File: src/rtl/mem_arb_pkg.sv
// Shared types and helpers for the multi-channel memory request arbiter.
package mem_arb_pkg;

  typedef enum logic [1:0] {
    IDLE  = 2'd0,
    ISSUE = 2'd1,
    WAIT  = 2'd2,
    DONE  = 2'd3
  } arb_state_t;

  localparam int RR_FIXED = 0;
  localparam int RR_ROUND = 1;

  // (a + b) mod n, used for the round-robin search order and pointer advance.
  function automatic int unsigned wrap_add(input int unsigned a, input int unsigned b,
                                           input int unsigned n);
    return (a + b) % n;
  endfunction

endpackage

File: src/rtl/arb_select.sv
// Combinational winner pick: lock owner first, then first requester found
// searching upward from the base index (0 in fixed mode, rr_ptr in RR mode).
module arb_select
  import mem_arb_pkg::*;
#(
  parameter int NUM_CH  = 3,
  parameter int RR_MODE = RR_FIXED,
  parameter int IDX_W   = $clog2(NUM_CH)
) (
  input  logic [NUM_CH-1:0] req,
  input  logic [IDX_W-1:0]  rr_ptr,
  input  logic              lock_valid,
  input  logic [IDX_W-1:0]  lock_owner,
  output logic [NUM_CH-1:0] win_oh,
  output logic [IDX_W-1:0]  win_idx,
  output logic              win_vld
);

  logic [IDX_W-1:0] base;
  logic [IDX_W-1:0] j;

  // Fixed priority is round-robin with the search anchored at channel 0.
  assign base = (RR_MODE == RR_ROUND) ? rr_ptr : '0;

  // Scan from the far end back toward base so the nearest requester is the last write.
  always_comb begin
    win_idx = '0;
    win_vld = 1'b0;
    win_oh  = '0;
    j       = '0;
    if (lock_valid && req[lock_owner]) begin
      win_idx = lock_owner;
      win_vld = 1'b1;
    end else begin
      for (int k = NUM_CH - 1; k >= 0; k--) begin
        j = IDX_W'(wrap_add(32'(base), 32'(k), NUM_CH));
        if (req[j]) begin
          win_idx = j;
          win_vld = 1'b1;
        end
      end
    end
    if (win_vld) win_oh[win_idx] = 1'b1;
  end

endmodule

File: src/rtl/mem_req_arbiter.sv
// Arbitrates NUM_CH masters onto a single-ported RAM with a busy handshake.
// One transaction in flight: IDLE selects, ISSUE pulses the RAM strobe,
// WAIT rides out ram_busy (with a watchdog), DONE retires and updates
// the lock owner and round-robin pointer.
module mem_req_arbiter
  import mem_arb_pkg::*;
#(
  parameter int NUM_CH  = 3,
  parameter int ADDR_W  = 32,
  parameter int DATA_W  = 32,
  parameter int RR_MODE = RR_FIXED,
  parameter int TIMEOUT = 255
) (
  input  logic                           clk,
  input  logic                           nrst,
  input  logic [NUM_CH-1:0]              req,
  input  logic [NUM_CH-1:0]              wen,
  input  logic [NUM_CH-1:0]              lock,
  input  logic [NUM_CH-1:0][ADDR_W-1:0]  addr,
  input  logic [NUM_CH-1:0][DATA_W-1:0]  wdata,
  output logic [NUM_CH-1:0]              ready,
  output logic [NUM_CH-1:0]              grant,
  output logic [DATA_W-1:0]              rdata,
  output logic                           err,
  output logic [ADDR_W-1:0]              ram_addr,
  output logic [DATA_W-1:0]              ram_wdata,
  output logic                           ram_wen,
  output logic                           ram_ren,
  input  logic [DATA_W-1:0]              ram_rdata,
  input  logic                           ram_busy
);

  localparam int IDX_W = $clog2(NUM_CH);
  localparam int CNT_W = $clog2(TIMEOUT + 1);

  arb_state_t        state;
  logic [IDX_W-1:0]  win_idx;
  logic [IDX_W-1:0]  rr_ptr;
  logic              lock_valid;
  logic [IDX_W-1:0]  lock_owner;
  logic [CNT_W-1:0]  cnt;

  logic [NUM_CH-1:0] sel_oh;
  logic [IDX_W-1:0]  sel_idx;
  logic              sel_vld;

  arb_select #(
    .NUM_CH  (NUM_CH),
    .RR_MODE (RR_MODE),
    .IDX_W   (IDX_W)
  ) u_sel (
    .req        (req),
    .rr_ptr     (rr_ptr),
    .lock_valid (lock_valid),
    .lock_owner (lock_owner),
    .win_oh     (sel_oh),
    .win_idx    (sel_idx),
    .win_vld    (sel_vld)
  );

  // Transaction FSM; every output is registered and changes on state entry.
  always_ff @(posedge clk or negedge nrst) begin
    if (!nrst) begin
      state      <= IDLE;
      win_idx    <= '0;
      rr_ptr     <= '0;
      lock_valid <= 1'b0;
      lock_owner <= '0;
      cnt        <= '0;
      ready      <= '0;
      grant      <= '0;
      rdata      <= '0;
      err        <= 1'b0;
      ram_addr   <= '0;
      ram_wdata  <= '0;
      ram_wen    <= 1'b0;
      ram_ren    <= 1'b0;
    end else begin
      ready   <= '0;
      err     <= 1'b0;
      ram_wen <= 1'b0;
      ram_ren <= 1'b0;
      case (state)
        IDLE: begin
          // An owner that let go of req loses the lock before anyone is picked.
          if (lock_valid && !req[lock_owner]) lock_valid <= 1'b0;
          if (sel_vld) begin
            state     <= ISSUE;
            win_idx   <= sel_idx;
            grant     <= sel_oh;
            ram_addr  <= addr[sel_idx];
            ram_wdata <= wdata[sel_idx];
            ram_wen   <= wen[sel_idx];
            ram_ren   <= ~wen[sel_idx];
          end
        end
        ISSUE: begin
          state <= WAIT;
          cnt   <= '0;
        end
        WAIT: begin
          if (!ram_busy) begin
            rdata     <= ram_rdata;
            ready     <= grant;
            grant     <= '0;
            ram_addr  <= '0;
            ram_wdata <= '0;
            state     <= DONE;
          end else begin
            if (cnt != {CNT_W{1'b1}}) cnt <= cnt + 1'b1;
            // This busy cycle brings the count to TIMEOUT: give up on the RAM.
            if (cnt >= CNT_W'(TIMEOUT - 1)) begin
              rdata     <= '0;
              ready     <= grant;
              err       <= 1'b1;
              grant     <= '0;
              ram_addr  <= '0;
              ram_wdata <= '0;
              state     <= DONE;
            end
          end
        end
        DONE: begin
          if (lock[win_idx] && req[win_idx]) begin
            lock_valid <= 1'b1;
            lock_owner <= win_idx;
          end else begin
            lock_valid <= 1'b0;
            if (RR_MODE == RR_ROUND) rr_ptr <= IDX_W'(wrap_add(32'(win_idx), 1, NUM_CH));
          end
          state <= IDLE;
        end
        default: state <= IDLE;
      endcase
    end
  end

endmodule

File: config.mk
export PLATFORM = sky130hd
export DESIGN_NAME = mem_req_arbiter
export DESIGN_NICKNAME = d
export VERILOG_FILES = /design/src/rtl/mem_arb_pkg.sv /design/src/rtl/arb_select.sv /design/src/rtl/mem_req_arbiter.sv
export SDC_FILE = /design/constraint.sdc
export NUM_CORES = 1
export LEC_CHECK = 0
export BUFFER_PORTS_ARGS = -buffer_cell sky130_fd_sc_hd__buf_2
export CAP_MARGIN = 20
export CORE_MARGIN = 2
export CORE_UTILIZATION = 38
export CTS_BUF_LIST = sky130_fd_sc_hd__clkbuf_8
export DETAILED_ROUTE_END_ITERATION = 8
export GPL_TIMING_DRIVEN = 0
export PLACE_DENSITY = 0.68
export RECOVER_POWER = 50
export SLEW_MARGIN = 20
export SYNTH_ARGS = -nofsm -noshare
export SYNTH_HDL_FRONTEND = slang
export SYNTH_SLANG_ARGS = --single-unit
File: constraint.sdc
create_clock -name clk -period 2.62 [get_ports clk]
set_clock_uncertainty 0.1 [all_clocks]
set_input_delay 0.524 -clock clk [delete_from_list [all_inputs] [get_ports clk]]
set_output_delay 0.524 -clock clk [all_outputs]
set_load 0.03 [all_outputs]
== Word level (Yosys, flattened, before mapping) ==
Index checks and enable logic that the tools add are counted.

* Flip-flop bits (word level): 120
* Bits of input ports: 236
* Output and inout bits: 105
* Word-level logic and storage cells: 99

* Add/sub/neg operators: 1
* $lt $le $gt $ge: 5
* Eq/ne operators: 10
* Mux-type cells: 53
* Bitwise operators: 1
* Reductions and logical operators: 16

{| class="wikitable"
|+ Operator list
! operator !! number
|-
| 2-to-1 mux 32 bit || 7
|-
| binary-select mux 32 bit (select 2 bit) || 2
|-
| case mux 32 bit (2 select lines) || 2
|-
| 2-to-1 mux 1 bit || 18
|-
| 2-to-1 mux 3 bit || 6
|-
| 2-to-1 mux 8 bit || 2
|-
| case mux 8 bit (2 select lines) || 1
|-
| 2-to-1 mux 2 bit || 7
|-
| AND reduction 2 bit || 5
|-
| less-than comparator 2 x 3 -> 1 bit (second input constant) || 3
|-
| adder 8 x 1 -> 8 bit (second input constant) || 1
|-
| binary-select mux 1 bit (select 2 bit) || 4
|-
| greater-or-equal comparator 8 bit (second input constant) || 1
|-
| inequality test 2 bit (second input constant) || 4
|-
| inequality test 8 bit (second input constant) || 1
|-
| case mux 2 bit (4 select lines) || 1
|-
| case mux 3 bit (2 select lines) || 1
|-
| AND reduction 3 bit || 2
|-
| nonzero test 2 bit || 3
|-
| == test 2 bit (second input constant) || 2
|-
| logical AND 1 bit || 4
|-
| inequality test 3 bit (second input constant) || 1
|-
| demux 1 bit (select 2 bit) || 1
|-
| == test 2 x 1 -> 1 bit (second input constant) || 1
|-
| other kinds (6) || 6
|}

== Longest topological paths before layout ==
Gate-level depths: netlist of the first run.

* Depth in word-level cells: 10
* Depth in mapped cells: 9
* Gate-level depth less buffers: 6

== Modules after synthesis ==
Synthesis of the first run repeated with hierarchy kept, for this count alone.

* Cells, all modules: 562
* Area total of the unflattened synthesis: 6249.7 um^2

{| class="wikitable"
|+ Modules (own cells, without submodules)
! module !! times used !! cells each !! area an instance (um^2) !! sequential area each (um^2)
|-
| mem_req_arbiter || 1 || 549 || 6157.2 || 3002.9
|-
| arb_select || 1 || 13 || 92.6 || 0.0
|}

== Worst setup path after synthesis of the first run ==
No wires, ideal clock.

* Kind: register to register
* From: register state[0]
* To: register ram_addr[10]
* Library setup time: 90 ps
* Arrival time: 1745 ps
* Required time: 2430 ps
* Path slack: 685 ps
* Cell stages (with the launch flop): 10
* Path buffers: 3
* Clock period less this slack: 1935 ps
* Cells stage by stage: dfrtp_1 -> inv_1 -> ha_1 -> buf_4 -> or4b_1 -> o21ai_2 -> buf_8 -> buf_12 -> o21ai_2 -> o221ai_1

* Cells in the longest elaborated chain, start to end: 3
* Elaborated cells on any way between the ends: 7
* Those cells by class: eq/ne (3); mux (1); reduce/logical (3)

{| class="wikitable"
|+ Ends and longest elaborated chain
! what !! line !! text
|-
| start: declaration || mem_req_arbiter.sv:36 || <nowiki>arb_state_t state;</nowiki>
|-
| start signal: assignment || mem_req_arbiter.sv:64 || <nowiki>state <= IDLE;</nowiki>
|-
| start signal: assignment || mem_req_arbiter.sv:88 || <nowiki>state <= ISSUE;</nowiki>
|-
| start signal: assignment || mem_req_arbiter.sv:98 || <nowiki>state <= WAIT;</nowiki>
|-
| == test 2 bit or logical NOT 2 bit (tied branches) || mem_req_arbiter.sv:83 || <nowiki>case (state)</nowiki>
|-
| inequality test 3 bit (no line), or another cell as far along || - ||
|-
| AND reduction 3 bit (no line) || - ||
|-
| end signal: assignment || mem_req_arbiter.sv:91 || <nowiki>ram_addr <= addr[sel_idx];</nowiki>
|-
| end: declaration || mem_req_arbiter.sv:25 || <nowiki>output logic [ADDR_W-1:0] ram_addr,</nowiki>
|}

Several ways; a longest one is shown, not always the timed one.
A chain may end at the register's enable or synchronous reset.

== Worst setup path in the final report of the first run ==
* From: register state[0]
* To: register ram_wdata[14]

* Cells in the longest elaborated chain, start to end: 3
* Elaborated cells on any way between the ends: 7
* Those cells by class: eq/ne (3); mux (1); reduce/logical (3)

{| class="wikitable"
|+ Ends and longest elaborated chain
! what !! line !! text
|-
| == test 2 bit or logical NOT 2 bit (tied branches) || mem_req_arbiter.sv:83 ||
|-
| inequality test 3 bit (no line), or another cell as far along || - ||
|-
| AND reduction 3 bit (no line) || - ||
|-
| end signal: assignment || mem_req_arbiter.sv:92 || <nowiki>ram_wdata <= wdata[sel_idx];</nowiki>
|-
| end: declaration || mem_req_arbiter.sv:26 || <nowiki>output logic [DATA_W-1:0] ram_wdata,</nowiki>
|}

Several ways; a longest one is shown, not always the timed one.

==> reports/summary.txt, run 1 <==
status: finished, final reports clean
ANT cells: 0
setup TNS: 0 ns
relative slew slack: 0.1661
routed wire length: 21110 µm
post-synthesis simple-gate area fraction: 0.04347
PortBufs: 340
worst path arrival time: 2.40 ns
CTS Buffer Depth: 2
worst vdd ir: 0.8045 mV
Warnings, synthesis: 0
drt pass-1 iters: 5
# DRC: 0
crit end category: flip-flop
HP Start: ram_rdata[11]
Initial Util: 0.3867
most common library cells after synthesis: dfrtp_1, inv_1, a22oi_1
Gate power share: 0.523
most frequent CP cell: buf_2
Post-synth EDFFs: 0
Die Wd: 133.7 µm
clk slew on worst S/H paths: 0.08 ns
GPL Wtd Cong: 0.8397
depth of the CTS H-tree: 4
CP Class: flip-flop to flip-flop
CP Capture Point: ram_wdata[14]$_DFFE_PN0P_
Top delay family on crit path: buffers and inverters
syn nets: 815
worst r2r src: state[0]$_DFFE_PN0P_
net switching power: 0.004597 W
initial DRC count: 361
largest net degree at the start of global routing: 75
FILL cells: 1581
mux cell area share after synthesis: 0.01645
leading area contributor after synthesis: dfrtp_1
gr ovfl total: 0
XOR/XNOR Fraction of Synth Area: 0
Setup-failing EPs final: 0
Distinct cells, synth: 49
CTS tree: built
clk root buf: clkbuf_8
I/O pin total: 341
synthesized area: 6390 µm²
Area Overhead vs Synth: 37.01%
die height: 133.7 µm
Reg2Reg Capture Point: ram_wdata[14]$_DFFE_PN0P_
total die area: 17870 µm²
share of the synthesized area in the top cell type: 0.4699
Req. time, crit path: 2.88 ns
setup repair after global routing missed its margin: false
core footprint: 16520 µm²
clock share of power: 0.177
P per Cell Area: 1126 nW/µm²
top post-synthesis cells by area: dfrtp_1, o221ai_2, a22oi_1
Post-Synth Adder-Cell Area: 0.01175
Setup crit start: state[0]$_DFFE_PN0P_
clock sinks: 120
Inserted Clock Buffers: 17
CTS resizes: 0
upper clock frequency limit: 466.4 MHz
first-pass GRT wire length: 32170 µm
vias per inst: 5.240
most common cell in the netlist: dfrtp_1
latest clock arrival within the worst-skew pair: 0.43 ns
worst r2r path cells: 8
Synth Instances: 573
sequential-to-total area share from yosys stat: 0.4699
main combinational cell family by area after synthesis: compound AO/OA/AOI/OAI gates
ys async rst share: 1.000
internal power: 0.005259 W
pins over their slew limit: 0
max cap viols: 0
WHS Path Cells: 2
critical path depth: 8
Final ANT Viol Nets: 0
R2R Setup Slk: 0.48 ns
Mean Syn Cell Area: 11.15 µm²
startpoint types: flip-flop
crit path max-delay cell type: dfrtp_1
Hold WC Path Type: input port to flip-flop
sw frac: 0.4664
crit-path cells: inv_1 > ha_1 > and2_1 > o31a_1 > buf_2 > buf_2 > o21ai_2 > o221ai_2
routed len/inst: 18.09 µm
CP Buf/Inv Count: 3
vias in the first global route: 5969
Static Leak: 4.343 nW
Total Routing Usage GR: 0.2346
Least-Margin Pin Slew: 1.251 ns
fin nets: 1176
Tcrit/Tclk final: 0.8183
final hold vios: 0
post-synthesis compound-gate area fraction: 0.3527
sequential share of power: 0.300
routed via count: 6115
row cnt: 47
layout cell share with drive strength beyond 1: 0.4836
worst-path fanout max: 10
Tmin final: 2.144 ns
antenna violations before repair: 0
CP peak stage delay: 0.41 ns
DP Wirelength: 15930 µm
Primary FF master, synth: dfrtp_1
post-synthesis sequential element count: 120
Total Power: 0.009856 W
## cells in the final DEF, fill, tap and decap left out, drive strengths merged, types with 4 or more instances in the layout
master  netlist  routed
buf          45     336
dfrtp       120     120
inv          75      80
clkbuf        8      76
o21ai        74      74
a22oi        64      64
o221ai       64      64
a22o         33      33
nor2         12      12
nand2        11      11
a21oi         6       6
mux2i         6       6
ha            6       6
nand3         6       6
a31oi         5       5
nor2b         4       4
mux2          4       4
clkinv        0       4
## area by class of cell
| cell class | count | area [µm²] | share of cell area |
|---|---|---|---|
| Tap cell | 220 | 275.3 | 0.03144 |
| Clock inverter | 14 | 163.9 | 0.01872 |
| Inverter | 75 | 281.5 | 0.03216 |
| Buffer | 53 | 394.1 | 0.04502 |
| Sequential cell | 120 | 3003 | 0.3430 |
| Timing Repair Buffer | 342 | 1678 | 0.1917 |
| Multi-Input combinational cell | 325 | 2711 | 0.3097 |
| Clock buffer | 18 | 247.7 | 0.02830 |
## sequential cells by signal, indices dropped and copies added (netlist names)
register / count
ram_addr: 32
lock_owner: 2
err: 1
grant: 3
ram_wdata: 32
ram_wen: 1
state: 2
ram_ren: 1
ready: 3
rdata: 32
cnt: 8
win_idx: 2
lock_valid: 1
## power groups by stage
stage / clock network, W / logic (W) / registers, W
finish: 0.00175 / 0.00516 / 0.00295
global route: 0.00190 / 0.00554 / 0.00303
CTS: 0.00181 / 0.00529 / 0.00294
floorplan: 0 / 0.00263 / 0.00403
global placement: 0 / 0.00523 / 0.00295
detailed placement: 0 / 0.00530 / 0.00295
## worst min path at each step
| stage | to | slack, ns |
|---|---|---|
| 3_3_place_gp | ram_addr[16]$_DFFE_PN0P_ | 0.38 |
| 4_1_cts | rdata[14]$_DFFE_PN0P_ | 0.16 |
| 5_1_grt | rdata[23]$_DFFE_PN0P_ | 0.16 |
| 3_5_place_dp | ram_wdata[24]$_DFFE_PN0P_ | 0.38 |
| 2_1_floorplan | cnt[0]$_DFFE_PN0P_ | 0.13 |
| 6_report | rdata[11]$_DFFE_PN0P_ | 0.20 |
## through the flow
stage | util | hold WS [ns] | setup WS, ns | instances | area (µm²)
5_1_grt | 0.5298 | 0.1579 | 0.2800 | 1167 | 8755
3_3_place_gp | 0.5063 | 0.3760 | -0.6636 | 1133 | 8367
6_report | 0.5298 | 0.1978 | 0.4760 | 1167 | 8755
2_1_floorplan | - | 0.1284 | 0.6850 | 573 | 6390
3_5_place_dp | 0.5084 | 0.3820 | 0.2496 | 1134 | 8401
4_1_cts | 0.5339 | 0.1601 | 0.4641 | 1167 | 8822
## cells by family after synthesis
| group | count (synthesis) |
|---|---|
| AND/OR/NAND/NOR | 51 |
| adder cells (fa/ha/maj) | 6 |
| buffers and inverters | 128 |
| flip-flops | 120 |
| AO/OA/AOI/OAI | 258 |
| multiplexers | 10 |
## worst register-to-register path, stage by stage (launching register included)
cell      delay, ns
dfrtp_1        0.41
inv_1          0.11
ha_1           0.27
and2_1         0.22
o31a_1         0.17
buf_2          0.27
buf_2          0.36
o21ai_2        0.09
o221ai_2       0.06
## layer usage
| metal | vias to the layer above | routed length [µm] | GRT usage |
|---|---|---|---|
| met2 | 254 | 10590 | 0.3983 |
| met5 | - | 0 | 0 |
| met1 | 2939 | 8729 | 0.2923 |
| met3 | 27 | 1418 | 0.05936 |
| li1 | 2895 | - | - |
| met4 | 0 | 367 | 0.07861 |
## what timing repair did
action                                 in CTS  in global routing
buffers inserted                            0                  0
endpoints found under the hold margin      46                  0
hold buffers                                1                  0
No activity file was read; power rests on OpenSTA's default activity.
==> run 2: changes to the inputs <==
--- a/config.mk
+++ b/config.mk
@@ -12,7 +12,7 @@
 export CTS_BUF_LIST = sky130_fd_sc_hd__clkbuf_8
 export DETAILED_ROUTE_END_ITERATION = 8
 export GPL_TIMING_DRIVEN = 0
-export PLACE_DENSITY = 0.68
+export PLACE_DENSITY = 0.7
 export RECOVER_POWER = 50
 export SLEW_MARGIN = 20
 export SYNTH_ARGS = -nofsm -noshare
==> constraint.sdc (replaced) <==
create_clock -name clk -period 1.9 [get_ports clk]
set_clock_uncertainty 0.1 [all_clocks]
set_input_delay 0.38 -clock clk [delete_from_list [all_inputs] [get_ports clk]]
set_output_delay 0.38 -clock clk [all_outputs]
set_load 0.03 [all_outputs]
==> run 2 against run 1 <==
Net effect: the run now ends with setup timing left; die area did not move; via count up 2.3%; global-route usage up 0.89 points; largest cell class is now multi-input combinational cells; highest routed layer unchanged.
==> reports/summary.txt, run 2 (synthesis results as in run 1) <==
vias per inst: 5.253 (+0.24%)
gr ovfl total: 0 (unchanged)
PortBufs: 340 (unchanged)
clk slew on worst S/H paths: 0.08 ns (about the same)
layout cell share with drive strength beyond 1: 0.6014 (+0.1178)
I/O pin total: 341 (unchanged)
first-pass GRT wire length: 33610 µm (+4.5%)
startpoint types: flip-flop
initial DRC count: 333 (-7.8%)
row cnt: 47 (unchanged)
CP Class: flip-flop to flip-flop
crit end category: flip-flop
upper clock frequency limit: 510.5 MHz (+9.4%)
utilization after layout: 0.5758 (+0.04596)
worst-path fanout max: 5 (-5)
met2 usage: 0.4310 (+0.03265)
routed via count: 6256 (+2.3%)
largest net degree at the start of global routing: 71 (-5.3%)
Tcrit/Tclk final: 1.031 (+0.2127)
commonest non-fill, non-tap cell in the layout: buf_2
die height: 133.7 µm (unchanged)
fin nets: 1200 (+2.0%)
crit-path cells: inv_2 > ha_4 > or4b_4 > o21ai_4 > clkbuf_16 > buf_16 > o21ai_2 > o221ai_2
Hold WC Path Type: input port to flip-flop
CP peak stage delay: 0.48 ns (+0.07 ns)
relative slew slack: 0.5640 (+0.3979)
Final ANT Viol Nets: 0 (unchanged)
pins over their slew limit: 0 (unchanged)
CP Buf/Inv Count: 3 (unchanged)
status: finished with violations
Static Leak: 4.798 nW (+10%)
CTS tree: built
Req. time, crit path: 2.14 ns (-0.74 ns)
routed wire length: 22470 µm (+6.5%)
met1 usage: 0.2944 (+0.002149)
antenna violations before repair: 0 (unchanged)
latest clock arrival within the worst-skew pair: 0.43 ns (about the same)
Final Cell Area: 9514 µm² (+8.7%)
Tmin final: 1.959 ns (-0.1851 ns)
core footprint: 16520 µm² (unchanged)
DP Wirelength: 16070 µm (+0.84%)
Regs by FF count: ram_addr: 32 flops, ram_wdata: 32 flops, rdata: 32 flops
final hold vios: 0 (unchanged)
most frequent cells in the layout: buf_2, dfrtp_1, inv_1
P per Cell Area: 1583 nW/µm² (+41%)
Total Routing Usage GR: 0.2434 (+0.008880)
Least-Margin Pin Slew: 0.6540 ns (-0.5969 ns)
Total Power: 0.01506 W (+53%)
drt pass-1 iters: 4 (-1)
Top Usage Layer GRT: met2
clk root buf: clkbuf_8
worst path arrival time: 2.20 ns (-0.20 ns)
ANT cells: 0 (unchanged)
Inserted Clock Buffers: 17 (unchanged)
Area after DPL: 8408 µm² (about the same)
Area Overhead vs Synth: 48.89%
PnR worst setup slack: -0.05889 ns (-0.5349 ns)
worst vdd ir: 1.126 mV (+40%)
setup repair after global routing missed its margin: true
CTS Buffer Depth: 2 (unchanged)
max cap viols: 0 (unchanged)
Post-Layout Cell Count: 1191 (+2.1%)
total die area: 17870 µm² (unchanged)
depth of the CTS H-tree: 4 (unchanged)
# DRC: 0 (unchanged)
routed len/inst: 18.87 µm (+4.3%)
vias in the first global route: 6321 (+5.9%)
Top delay family on crit path: buffers and inverters
dpl ws: -0.4238 ns (-0.6734 ns)
violated checks: setup timing
crit path max-delay cell type: or4b_4
M3 GR Usage: 0.05898 (-0.0003805)
Die Wd: 133.7 µm (unchanged)
Placed Cells incl. Taps: 1134 (unchanged)
GPL Wtd Cong: 0.8236 (-1.9%)
Setup-failing EPs final: 49 (+49)
Initial Util: 0.3867 (unchanged)
clock sinks: 120 (unchanged)
-- run 2: changes by cell type in the layout (fill, tap and decap cells not counted), moves of 14 or more --
cell      previous run  this run
buf_2              313       348
buf_4               11        27
buf_6                5        22
clkbuf_1            57         1
o221ai_1            33        19
o221ai_2            31        45
-- run 2: worst paths after layout --
check	from	endpoint	slack, ns	cells after the start
hold reg to reg	ram_addr[22]$_DFFE_PN0P_	ram_addr[22]$_DFFE_PN0P_	0.40	2
max in group asynchronous	nrst	cnt[1]$_DFFE_PN0P_	0.35	3
setup reg to reg	state[0]$_DFFE_PN0P_	ram_addr[8]$_DFFE_PN0P_	-0.06	8
hold / removal	ram_rdata[15]	rdata[15]$_DFFE_PN0P_	0.06	2
setup / recovery	state[0]$_DFFE_PN0P_	ram_addr[8]$_DFFE_PN0P_	-0.06	8
min in group asynchronous	nrst	rdata[26]$_DFFE_PN0P_	0.34	2
-- run 2: metrics by stage --
| stage | hold slack, ns | TNS [ns] |
|---|---|---|
| 2_1_floorplan | -0.01559 | -0.01908 |
| 3_3_place_gp | 0.3771 | -166.24 |
| 3_5_place_dp | 0.2641 | -21.72 |
| 4_1_cts | 0.02044 | -1.524 |
| 5_1_grt | 0.02997 | -4.964 |
| 6_report | 0.05686 | -1.308 |
-- run 2: cell type report --
| class | instances | area, µm² |
|---|---|---|
| well taps | 220 | 275.3 |
| flip-flops and latches | 120 | 3004 |
| repair buffers | 368 | 2022 |
| inverters | 75 | 281.5 |
| clock inverters | 14 | 125.1 |
| plain buffers | 51 | 496.7 |
| fillers | 1437 | 7010 |
| multi-input cells | 325 | 3062 |
| clock buffers | 18 | 247.7 |
-- run 2: worst register-to-register path, delay by kind of cell, from the launching register on --
family                   cells  cell delay, ns
AO/OA/AOI/OAI                3            0.27
adder cells (fa/ha/maj)      1            0.15
buffers and inverters        3            0.49
flip-flops                   1            0.40
AND/OR/NAND/NOR              1            0.48
-- run 2: what timing repair did --
| item | in CTS | in global routing |
|---|---|---|
| setup endpoints to repair | 104 | 104 |
| hold buffers | 1 | 0 |
| gates cloned | 2 | 4 |
| hold endpoints to repair | 50 | 0 |
| pin swaps | 22 | 33 |
| buffers inserted | 13 | 9 |
| gates resized for setup | 55 | 72 |
-- run 2: metal layers --
layer  share of wire  up-vias
met4           0.015        0
met2            0.51      280
met1            0.41     3013
met3           0.069       29
met5               0        -
li1                -     2934
-- run 2: power by group --
part	internal [W]	switching [W]	leakage, nW	total [W]
Clock	0.00108	0.00115	0.191	0.00222
Sequential	0.00346	0.000615	1.57	0.00408
Combinational	0.00362	0.00514	3.04	0.00876
Total	0.00816	0.00690	4.80	0.0151
